==> src/rtl/gemm_tile_sequencer.sv <==
// Job sequencer for the fixed-weight systolic array: loads a weight tile, streams
// activations under FIFO credit, and captures results LATENCY cycles after issue.
module gemm_tile_sequencer #(
  parameter int SA_SIZE                = 4,
  parameter int WEIGHT_ACTIVATION_SIZE = 8,
  parameter int LATENCY                = 8,
  parameter int OUT_FIFO_DEPTH         = 9,
  parameter int CNT_W                  = 16
) (
  input  logic                                      clk,
  input  logic                                      resetn,
  input  logic                                      start,
  input  logic [CNT_W-1:0]                          num_vectors,
  input  logic                                      wt_valid,
  output logic                                      wt_ready,
  input  logic [SA_SIZE*WEIGHT_ACTIVATION_SIZE-1:0] wt_data,
  input  logic                                      act_valid,
  output logic                                      act_ready,
  input  logic [SA_SIZE*WEIGHT_ACTIVATION_SIZE-1:0] act_data,
  output logic                                      sa_wt_we,
  output logic [$clog2(SA_SIZE)-1:0]                sa_wt_row,
  output logic [SA_SIZE*WEIGHT_ACTIVATION_SIZE-1:0] sa_wt_data,
  output logic [SA_SIZE*WEIGHT_ACTIVATION_SIZE-1:0] sa_act_data,
  input  logic [SA_SIZE*WEIGHT_ACTIVATION_SIZE-1:0] sa_out_data,
  output logic                                      res_valid,
  input  logic                                      res_ready,
  output logic [SA_SIZE*WEIGHT_ACTIVATION_SIZE-1:0] res_data,
  output logic                                      busy,
  output logic                                      done
);
  localparam int DW  = SA_SIZE * WEIGHT_ACTIVATION_SIZE;
  localparam int RW  = $clog2(SA_SIZE);
  localparam int PW  = (OUT_FIFO_DEPTH > 1) ? $clog2(OUT_FIFO_DEPTH) : 1;
  localparam int FCW = $clog2(OUT_FIFO_DEPTH + 1);
  localparam int IFW = $clog2(LATENCY + 1);

  localparam logic [2:0] S_IDLE   = 3'd0;
  localparam logic [2:0] S_LOAD_W = 3'd1;
  localparam logic [2:0] S_STREAM = 3'd2;
  localparam logic [2:0] S_DRAIN  = 3'd3;
  localparam logic [2:0] S_DONE   = 3'd4;

  logic [2:0]       state_q, state_d;
  logic [CNT_W-1:0] num_q, num_d;
  logic [CNT_W-1:0] issued_q, issued_d;
  logic [CNT_W-1:0] popped_q, popped_d;
  logic [RW-1:0]    row_q, row_d;
  logic [LATENCY-1:0] pipe_q;
  logic [IFW-1:0]   inflight_q;
  logic [FCW-1:0]   fifo_cnt_q;
  logic [PW-1:0]    wr_ptr_q, rd_ptr_q;
  logic [DW-1:0]    fifo_mem [OUT_FIFO_DEPTH];

  logic wt_fire, act_fire, push, pop, credit_ok;

  function automatic logic [PW-1:0] ptr_inc(input logic [PW-1:0] p);
    return (p == PW'(OUT_FIFO_DEPTH - 1)) ? '0 : p + PW'(1);
  endfunction

  // Credit uses registered occupancy only, so a same-cycle pop never frees a slot early.
  assign credit_ok = (32'(fifo_cnt_q) + 32'(inflight_q)) < 32'(OUT_FIFO_DEPTH);
  assign wt_ready  = (state_q == S_LOAD_W);
  assign act_ready = (state_q == S_STREAM) && (issued_q < num_q) && credit_ok;
  assign wt_fire   = wt_valid && wt_ready;
  assign act_fire  = act_valid && act_ready;
  assign push      = pipe_q[LATENCY-1];
  assign res_valid = (fifo_cnt_q != '0);
  assign pop       = res_valid && res_ready;
  assign res_data  = fifo_mem[rd_ptr_q];

  assign sa_wt_we    = wt_fire;
  assign sa_wt_row   = row_q;
  assign sa_wt_data  = wt_data;
  assign sa_act_data = act_fire ? act_data : '0;
  assign busy        = (state_q != S_IDLE);
  assign done        = (state_q == S_DONE);

  always_comb begin
    state_d  = state_q;
    num_d    = num_q;
    row_d    = row_q;
    issued_d = issued_q;
    popped_d = popped_q + CNT_W'(pop);
    case (state_q)
      S_IDLE: begin
        if (start) begin
          state_d  = S_LOAD_W;
          num_d    = num_vectors;
          row_d    = '0;
          issued_d = '0;
          popped_d = '0;
        end
      end
      S_LOAD_W: begin
        if (wt_fire) begin
          row_d = row_q + RW'(1);
          if (row_q == RW'(SA_SIZE - 1)) state_d = (num_q != '0) ? S_STREAM : S_DONE;
        end
      end
      S_STREAM: begin
        if (act_fire) begin
          issued_d = issued_q + CNT_W'(1);
          if (issued_q + CNT_W'(1) == num_q) state_d = S_DRAIN;
        end
      end
      S_DRAIN: begin
        if (popped_d == num_q) state_d = S_DONE;
      end
      S_DONE:  state_d = S_IDLE;
      default: state_d = S_IDLE;
    endcase
  end

  always_ff @(posedge clk) begin
    if (!resetn) begin
      state_q    <= S_IDLE;
      num_q      <= '0;
      issued_q   <= '0;
      popped_q   <= '0;
      row_q      <= '0;
      pipe_q     <= '0;
      inflight_q <= '0;
      fifo_cnt_q <= '0;
      wr_ptr_q   <= '0;
      rd_ptr_q   <= '0;
    end else begin
      state_q    <= state_d;
      num_q      <= num_d;
      issued_q   <= issued_d;
      popped_q   <= popped_d;
      row_q      <= row_d;
      pipe_q     <= {pipe_q[LATENCY-2:0], act_fire};
      inflight_q <= inflight_q + IFW'(act_fire) - IFW'(push);
      fifo_cnt_q <= fifo_cnt_q + FCW'(push) - FCW'(pop);
      if (push) wr_ptr_q <= ptr_inc(wr_ptr_q);
      if (pop)  rd_ptr_q <= ptr_inc(rd_ptr_q);
    end
  end

  // Storage needs no reset; occupancy and pointers define validity.
  always_ff @(posedge clk) begin
    if (push) fifo_mem[wr_ptr_q] <= sa_out_data;
  end

endmodule
==> config.mk <==
export PLATFORM = sky130hd
export DESIGN_NAME = gemm_tile_sequencer
export DESIGN_NICKNAME = d
export VERILOG_FILES = /design/src/rtl/gemm_tile_sequencer.sv
export SDC_FILE = /design/constraint.sdc
export NUM_CORES = 1
export LEC_CHECK = 0
export CAP_MARGIN = 10
export CORE_MARGIN = 8
export CORE_UTILIZATION = 50
export CTS_CLUSTER_DIAMETER = 120
export DETAILED_ROUTE_END_ITERATION = 8
export DONT_BUFFER_PORTS = 1
export PLACE_DENSITY = 0.77
export REMOVE_ABC_BUFFERS = 1
export SLEW_MARGIN = 0
export SYNTH_ARGS = -nofsm -noshare
export SYNTH_HDL_FRONTEND = slang
export SYNTH_SLANG_ARGS = --single-unit
==> constraint.sdc <==
create_clock -name clk -period 3.21 [get_ports clk]
set_input_delay 0.642 -clock clk [delete_from_list [all_inputs] [get_ports clk]]
set_output_delay 0.642 -clock clk [all_outputs]
set_load 0.05 [all_outputs]
Yosys cells after proc, flatten, opt, wreduce, memory -nomap -nowiden
Memories as Yosys holds them, arrays and structs flattened. A register that Yosys moved wholly into a read port is not among the register bits. Cells that the tools add are included.

Bits in registers: 77. Bits in writable memories: 288. Input port bits: 118. Output and inout port bits: 104. Word-level logic and storage cells: 76. Memories: 1.

$add $sub $neg: 10. $lt $le $gt $ge: 2. Eq/ne operators: 15. Mux-type cells: 23. Reduce and logical (&&, ||, !) cells: 15.

Memory list: fifo_mem (depth 9, bits a word 32, rd ports 1, clocked after memory_dff 1, wr ports 1, RTL line 52) `logic [DW-1:0] fifo_mem [OUT_FIFO_DEPTH];`.

Operators by type and width (count): 2-to-1 mux 16 bit (4); == test 16 bit (2); 2-to-1 mux 32 bit (1); case mux 16 bit (2 select lines) (1); 2-to-1 mux 3 bit (7); adder 16 x 1 -> 16 bit (1); adder 16 x 1 -> 16 bit (second input constant) (1); < comparator 16 bit (1); 2-to-1 mux 4 bit (4); nonzero test 16 bit (1); case mux 3 bit (4 select lines) (1); adder 4 x 1 -> 4 bit (2); adder 4 x 1 -> 4 bit (second input constant) (2); == test 4 bit (second input constant) (2); subtractor 4 x 1 -> 4 bit (2); == test 3 x 2 -> 1 bit (second input constant) (2); != test 2 x 1 -> 1 bit (second input constant) (3); != test 2 bit (second input constant) (3); AND reduction 3 bit (2); AND reduction 6 bit (1); adder 4 x 4 -> 5 bit (1); logical AND 1 bit (5); < comparator 5 x 4 -> 1 bit (second input constant) (1); 2-to-1 mux 2 bit (2); other kinds (11) (13).

Longest topological paths before layout
Gate-level depths: netlist (run 1).

Depth in word-level cells: 6. Depth in mapped cells: 17. Depth with buffers taken out: 16.

Worst setup path before layout (run 1)
OpenSTA, ideal clock, no wires.

Path kind: reg2reg. Start: register fifo_cnt_q[2]. End: register state_q[1]. Library setup time: 0.117 ns. Data arrival time: 3.230 ns. Required time: 3.093 ns. Slack: -0.137 ns. Stages on the path, launching flop included: 16. Buffers on the path: 0. Clock period less this slack: 3.347 ns. Cells stage by stage: dfxtp_1 inv_1 ha_1 nand3_1 nand2_1 inv_1 ha_1 ha_1 xnor2_1 xnor2_1 a2111oi_0 nand4_1 a2111oi_2 nand2_1 a22oi_1 nor2_1.

Word-level cells in the longest chain between the ends: 6. Elaborated cells between the ends (all ways): 11. Classes of those cells: add/sub: 2; order compare: 1; eq/ne: 3; reduce/logical: 5.

Ends and longest elaborated chain: from (decl) (RTL line 50) `logic [FCW-1:0] fifo_cnt_q;`; from (signal assigned) (RTL line 134) `fifo_cnt_q <= fifo_cnt_q + FCW'(push) - FCW'(pop);`; nonzero test 4 bit (RTL line 67) `assign res_valid = (fifo_cnt_q != '0);`; net res_valid (RTL line 25) `output logic res_valid,`; logical AND 1 bit (RTL line 68) `assign pop = res_valid && res_ready;`; adder 16 x 1 -> 16 bit (RTL line 83) `popped_d = popped_q + CNT_W'(pop);`; == test 16 bit (RTL line 107) `if (popped_d == num_q) state_d = S_DONE;`; != test 2 bit (no line); AND reduction 6 bit (no line); to (signal assigned) (RTL line 127) `state_q <= state_d;`; to (decl) (RTL line 43) `logic [2:0] state_q, state_d;`.

The timed path passes the listed nets, and every way through them passes these cells. A chain may end at the register's enable or synchronous reset.

Worst setup path in the final report (run 1)
Start: register fifo_cnt_q[1]. End: output port sa_act_data[25].

Word-level cells in the longest chain between the ends: 5.

Ends and longest elaborated chain: adder 4 x 4 -> 5 bit (RTL line 61) `assign credit_ok = (32'(fifo_cnt_q) + 32'(inflight_q)) < 32'(OUT_FIFO_DEPTH);`; < comparator 5 x 4 -> 1 bit (RTL line 61); logical AND 1 bit (RTL line 63) `assign act_ready = (state_q == S_STREAM) && (issued_q < num_q) && credit_ok;`; logical AND 1 bit (RTL line 65) `assign act_fire = act_valid && act_ready;`; 2-to-1 mux 32 bit (RTL line 74) `assign sa_act_data = act_fire ? act_data : '0;`; to (decl) (RTL line 23) `output logic [SA_SIZE*WEIGHT_ACTIVATION_SIZE-1:0] sa_act_data,`.

Every way passes these cells.

==> results.sh, run 1 <==
export IMPL_synthArstFlopShare=0
export IMPL_power_leakage_nw=6.403
export IMPL_hold_viol=0
export IMPL_preCtsSetupSlack_ns=0.07100
export IMPL_final_area_um2=19100
export IMPL_start_util=0.5022
export IMPL_violations="setup timing"
export IMPL_ant_nets=0
export IMPL_yosysUniqueCellTypes=62
export IMPL_synthTopCellsByArea="edfxtp_1, dfxtp_1, mux4_2"
export IMPL_avgSynthCellArea_um2=14.03
export IMPL_ys_top_cells_by_count="edfxtp_1, nand2_1, dfxtp_1"
export IMPL_synthCells=1153
export IMPL_clock_latency_ns=0.52
export IMPL_cp_arrival_ns=2.88
export IMPL_clk_pin_slew_ns=0.06
export IMPL_yosys_register_bits=369
export IMPL_cap_violations=0
export IMPL_antenna_found_initial=0
export IMPL_slew_violations=0
export IMPL_synthDominantCellAreaShare=0.5347
export IMPL_worst_setup_path_start_kind="register"
export IMPL_drtPass1Iterations=5
export IMPL_core_rowCount=66
export IMPL_post_route_drc_count=0
export IMPL_die_w_um=195.9
export IMPL_globalRouteTotalUtil=0.1804
export IMPL_drt_iter0_markers=729
export IMPL_setup_viol=35
export IMPL_grt_max_degree=42
export IMPL_power_density_nw_per_um2=612.3
export IMPL_slew_headroom=0.4371
export IMPL_synth_edff_count=288
export IMPL_num_vias=9565
export IMPL_cts_hold_buf=0
export IMPL_finalNonFillerCells=1674
export IMPL_avgViaCountPerCell=5.714
export IMPL_layout_setup_ws_ns=-0.3119
export IMPL_io_pins=222
export IMPL_place_inst=1593
export IMPL_ys_dominant_reg_cell="edfxtp_1"
export IMPL_fmax_ghz=0.2839
export IMPL_globalplace_congestion=0.9052
export IMPL_grt_pass1_vias=9694
export IMPL_min_path_type="primary input to register"
export IMPL_layout_drive_gt1_share=0.2480
export IMPL_ys_seq_area_frac=0.6350
export IMPL_numCtsBuffers=38
export IMPL_portBuffers=0
export IMPL_whs_ns=0.2114
export IMPL_synth_area_um2=16170
export IMPL_fin_skew_ns=0.01801
export IMPL_worstMarginPinSlew_ns=0.8406
export IMPL_vdd_drop_max_uv=378.3
export IMPL_post_dp_cell_area_um2=17610
export IMPL_dieArea_um2=38360
export IMPL_fin_crit_ns=3.522
export IMPL_cp_end_kind="primary output"
export IMPL_grt_setup_unrepaired="yes"
export IMPL_cp_required_ns=2.57
export IMPL_cts_sinks=369
export IMPL_grt_pass1_wl_mm=54.72
export IMPL_synth_largest_area_cell="edfxtp_1"
export IMPL_cts_htree_levels=2
export IMPL_final_nets=1396
export IMPL_cts_tree="built"
export IMPL_routed_wl_mm=36.04
export IMPL_hpwlAfterDp_mm=23.02
export IMPL_synth_most_common_cell="edfxtp_1"
export IMPL_diodes=0
export IMPL_critPathKind="register to primary output"
export IMPL_status="finished, violations left"
export IMPL_post_route_period_util=1.097
export IMPL_fp_dieH_um=195.9
export IMPL_cts_root_buf="clkbuf_16"
export IMPL_crit_path_max_fanout=10
export IMPL_wl_per_cell_um=21.53
export IMPL_syn_to_final_growth_pct=18.09
export IMPL_clock_path_buffers=3
export IMPL_core_area_um2=32210
export IMPL_yosysWarnings=0
export IMPL_overflow=0
export IMPL_power_mw=11.69
==> placed cells by master (no fill, tap or decap), types with 38 or more instances in the layout <==
master,Yosys,routed
a21oi_1,53,51
buf_12,0,38
buf_4,33,88
clkbuf_16,0,40
dfxtp_1,81,73
edfxtp_1,288,288
inv_1,41,40
mux4_2,64,64
nand2_1,88,88
nor2_1,57,56
==> cell families after synthesis <==
logic type / after synthesis / share of synthesized area
AOI/OAI and AO/OA: 148 / 0.05129
xor gates and xnor gates: 57 / 0.03087
adders and majority gates: 42 / 0.03389
buffers and inverters: 132 / 0.03969
DFF: 369 / 0.6350
muxes: 99 / 0.1108
and+or+nand+nor: 306 / 0.09849
==> sequential cells by signal, indices dropped and copies added, names as in the netlist, named ones only <==
| name | cells |
|---|---|
| fifo_cnt_q | 4 |
| state_q | 3 |
| issued_q | 16 |
| popped_q | 16 |
| fifo_mem | 288 |
| num_q | 16 |
| inflight_q | 4 |
| wr_ptr_q | 4 |
| sa_wt_row | 2 |
| pipe_q | 8 |
| rd_ptr_q | 4 |
==> worst max-delay path, stage by stage (launching register included) <==
cell	delay (ns)
dfxtp_1	0.31
buf_4	0.15
ha_1	0.26
a21oi_1	0.25
nor2b_1	0.09
o32ai_2	0.24
o211a_1	0.24
and4b_4	0.33
buf_6	0.20
and2_4	0.17
buf_12	0.13
==> through the flow <==
| stage | setup TNS, ns | utilization |
|---|---|---|
| after floorplan | -64.81 | - |
| after global placement | 0 | 0.5469 |
| after detailed placement | 0 | 0.5469 |
| after CTS | -9.052 | 0.5843 |
| after global routing | -13.93 | 0.5930 |
| final | -9.460 | 0.5930 |
==> where the power goes <==
part           internal, mW  switching, mW  total [mW]
registers              5.21         0.0820        5.29
logic                 0.965           1.26        2.22
clock network          2.40           1.79        4.18
total                  8.57           3.12        11.7
==> path summary, 6_finish.rpt <==
check                                         startpoint                         to  slack [ns]  depth (start not counted)
worst min register to register      pipe_q[4]$_SDFF_PN0_       pipe_q[5]$_SDFF_PN0_        0.44                          1
worst max-delay path            fifo_cnt_q[1]$_SDFF_PN0_            sa_act_data[25]       -0.31                         10
worst min-delay path                     sa_out_data[17]  fifo_mem[4][17]$_DFFE_PP_        0.21                          0
worst max register to register  fifo_cnt_q[1]$_SDFF_PN0_   inflight_q[1]$_SDFF_PN0_       -0.23                         18
==> layout make-up <==
class	instances	area (um^2)
Clock buffer	44	994.7
Clock inverter	26	190.2
Fill cell	2384	13110
Inverter	42	160.2
Multi-Input combinational cell	652	5446
Sequential cell	369	10280
Tap cell	408	510.5
Timing Repair Buffer	133	1514
==> per-layer routing <==
layer,routed length [um],up-vias,track usage
met5,0,-,0.001321
met3,3403,56,0.06340
met2,17230,398,0.2958
met1,14750,4688,0.2283
met4,661,0,0.04099
li1,-,4423,-
==> repair_timing <==
item	in CTS	in global routing
setup endpoints to repair	33	38
buffers inserted	0	8
gates resized for setup	7	45
pin swaps	0	17
endpoints found under the hold margin	0	0
gates cloned	0	3
Power figures use the tool's default switching activity.
==> run 2, diff against run 1 <==
CTS_CLUSTER_DIAMETER = default   (was 120)
SETUP_SLACK_MARGIN = 0.05   (was default)
==> run 2 against run 1 <==
Effect of this change: the flow still finishes with violations (setup timing); first-iteration DRC count increased by 5.6%; design area barely moved; sequential cell count unchanged; setup slack better by 0.011 ns; power barely moved; critical path depth did not move; hold slack about the same; global-route usage barely moved; sequential share of layout area about the same; via count increased by 0.20%; register-to-register slack barely moved; critical path type unchanged; critical endpoint unchanged; largest power group unchanged; highest routed layer unchanged.
==> results.sh, run 2 (synthesized netlist as in run 1, its figures left out) <==
export IMPL_clk_pin_slew_ns=0.06
export IMPL_overflow=0
export IMPL_layout_drive_gt1_share=0.2496
export IMPL_critPathKind="register to primary output"
export IMPL_switching_share=0.2672
export IMPL_p_int_mw=8.572
export IMPL_crit_path_max_fanout=10
export IMPL_power_leakage_nw=6.401
export IMPL_fillCellCount=2383
export IMPL_grt_pass1_wl_mm=54.74
export IMPL_globalRouteTotalUtil=0.1804
export IMPL_core_area_um2=32210
export IMPL_start_util=0.5022
export IMPL_power_density_nw_per_um2=612.3
export IMPL_final_cell_mix="edfxtp_1, nand2_1, buf_4, dfxtp_1, mux4_2"
export IMPL_largest_reg_flops=288
export IMPL_die_w_um=195.9
export IMPL_violations="setup timing"
export IMPL_cp_end_kind="primary output"
export IMPL_cts_tree="built"
export IMPL_fin_skew_ns=0.01853
export IMPL_clock_latency_ns=0.52
export IMPL_cp_arrival_ns=2.87
export IMPL_syn_to_final_growth_pct=18.13
export IMPL_fin_crit_ns=3.511
export IMPL_wl_per_cell_um=21.56
export IMPL_grt_max_degree=42
export IMPL_grt_pass1_vias=9693
export IMPL_min_path_type="primary input to register"
export IMPL_drtPass1Iterations=5
export IMPL_hpwlAfterDp_mm=23.02
export IMPL_routed_wl_mm=36.09
export IMPL_seq_power_share=0.452
export IMPL_drt_iter0_markers=770
export IMPL_cp_required_ns=2.57
export IMPL_dieArea_um2=38360
export IMPL_numCtsBuffers=38
export IMPL_ant_nets=0
export IMPL_layout_setup_ws_ns=-0.3014
export IMPL_fmax_ghz=0.2848
export IMPL_final_area_um2=19110
export IMPL_hold_viol=0
export IMPL_grt_setup_unrepaired="yes"
export IMPL_final_nets=1396
export IMPL_status="finished, violations left"
export IMPL_preCtsSetupSlack_ns=0.07100
export IMPL_power_frac_comb=0.190
export IMPL_globalplace_congestion=0.9052
export IMPL_clock_path_buffers=3
export IMPL_cts_htree_levels=2
export IMPL_worst_setup_path_start_kind="register"
export IMPL_cts_sinks=369
export IMPL_portBuffers=0
export IMPL_vdd_drop_max_uv=379.1
export IMPL_fp_dieH_um=195.9
export IMPL_setup_viol=35
export IMPL_worstMarginPinSlew_ns=0.8406
export IMPL_layout_commonest_cell="edfxtp_1"
export IMPL_switching_power_mw=3.126
export IMPL_diodes=0
export IMPL_slew_violations=0
export IMPL_cts_hold_buf=0
export IMPL_post_route_drc_count=0
export IMPL_post_route_period_util=1.094
export IMPL_num_vias=9584
export IMPL_clkPwrFrac=0.358
export IMPL_core_rowCount=66
export IMPL_antenna_found_initial=0
export IMPL_largest_register="fifo_mem"
export IMPL_io_pins=222
export IMPL_post_dp_cell_area_um2=17610
export IMPL_power_mw=11.70
export IMPL_slew_headroom=0.4371
export IMPL_cap_violations=0
export IMPL_avgViaCountPerCell=5.725
export IMPL_cts_root_buf="clkbuf_16"
-- run 2: per-stage QoR --
stage | TNS [ns] | instances | util | hold WS, ns
2_1_floorplan | -64.81 | 1063 | - | 0.4118
3_3_place_gp | 0 | 1593 | 0.5469 | 0.4199
3_5_place_dp | 0 | 1593 | 0.5469 | 0.4185
4_1_cts | -9.052 | 1663 | 0.5844 | 0.1890
5_1_grt | -13.90 | 1674 | 0.5932 | 0.1851
6_report | -9.090 | 1674 | 0.5932 | 0.2110
-- run 2: power groups by stage --
stage	sequential, mW	clock, mW	combinational (mW)
after global placement	5.39	0	2.17
after floorplan	5.51	0	1.46
after detailed placement	5.39	0	2.20
final	5.29	4.19	2.22
after global routing	5.30	4.47	2.40
after CTS	5.29	4.27	2.22
-- run 2: per-layer routing --
metal	vias to the layer above	wire length, um	GRT usage
li1	4419	-	-
met1	4690	14760	0.2282
met2	419	17270	0.2957
met3	56	3370	0.06374
met4	0	684	0.04127
met5	-	0	0.001321
-- run 2: worst paths after layout --
kind                            start                   endpoint  slack, ns  cells after the start
min                   sa_out_data[17]  fifo_mem[4][17]$_DFFE_PP_       0.21                      0
min reg2reg      pipe_q[4]$_SDFF_PN0_       pipe_q[5]$_SDFF_PN0_       0.44                      1
max          fifo_cnt_q[1]$_SDFF_PN0_            sa_act_data[25]      -0.30                     10
max reg2reg  inflight_q[0]$_SDFF_PN0_   inflight_q[1]$_SDFF_PN0_      -0.22                     19
-- run 2: timing repair --
item                                   CTS  global route
setup buffers                            0             8
endpoints found under the hold margin    0             0
setup endpoints to repair               34            39
pin swaps                                0            17
resized for setup                        8            46
cloned                                   0             3
-- run 2: worst max-delay path, stage by stage (launching register included) --
cell and delay [ns]:
dfxtp_1 0.31, buf_4 0.15, ha_1 0.26, a21oi_1 0.25
nor2b_1 0.09, o32ai_2 0.23, o211a_1 0.23, and4b_4 0.33
buf_6 0.20, and2_4 0.17, buf_12 0.13
-- run 2: cell type report --
type | instances | area, um^2 | share of cell area
clock buffer | 44 | 994.7 | 0.05206
sequential | 369 | 10280 | 0.5382
timing repair buffer | 133 | 1514 | 0.07924
clock inverter | 26 | 190.2 | 0.009954
tap | 408 | 510.5 | 0.02672
multi-input combinational | 652 | 5454 | 0.2855
inverter | 42 | 160.2 | 0.008382
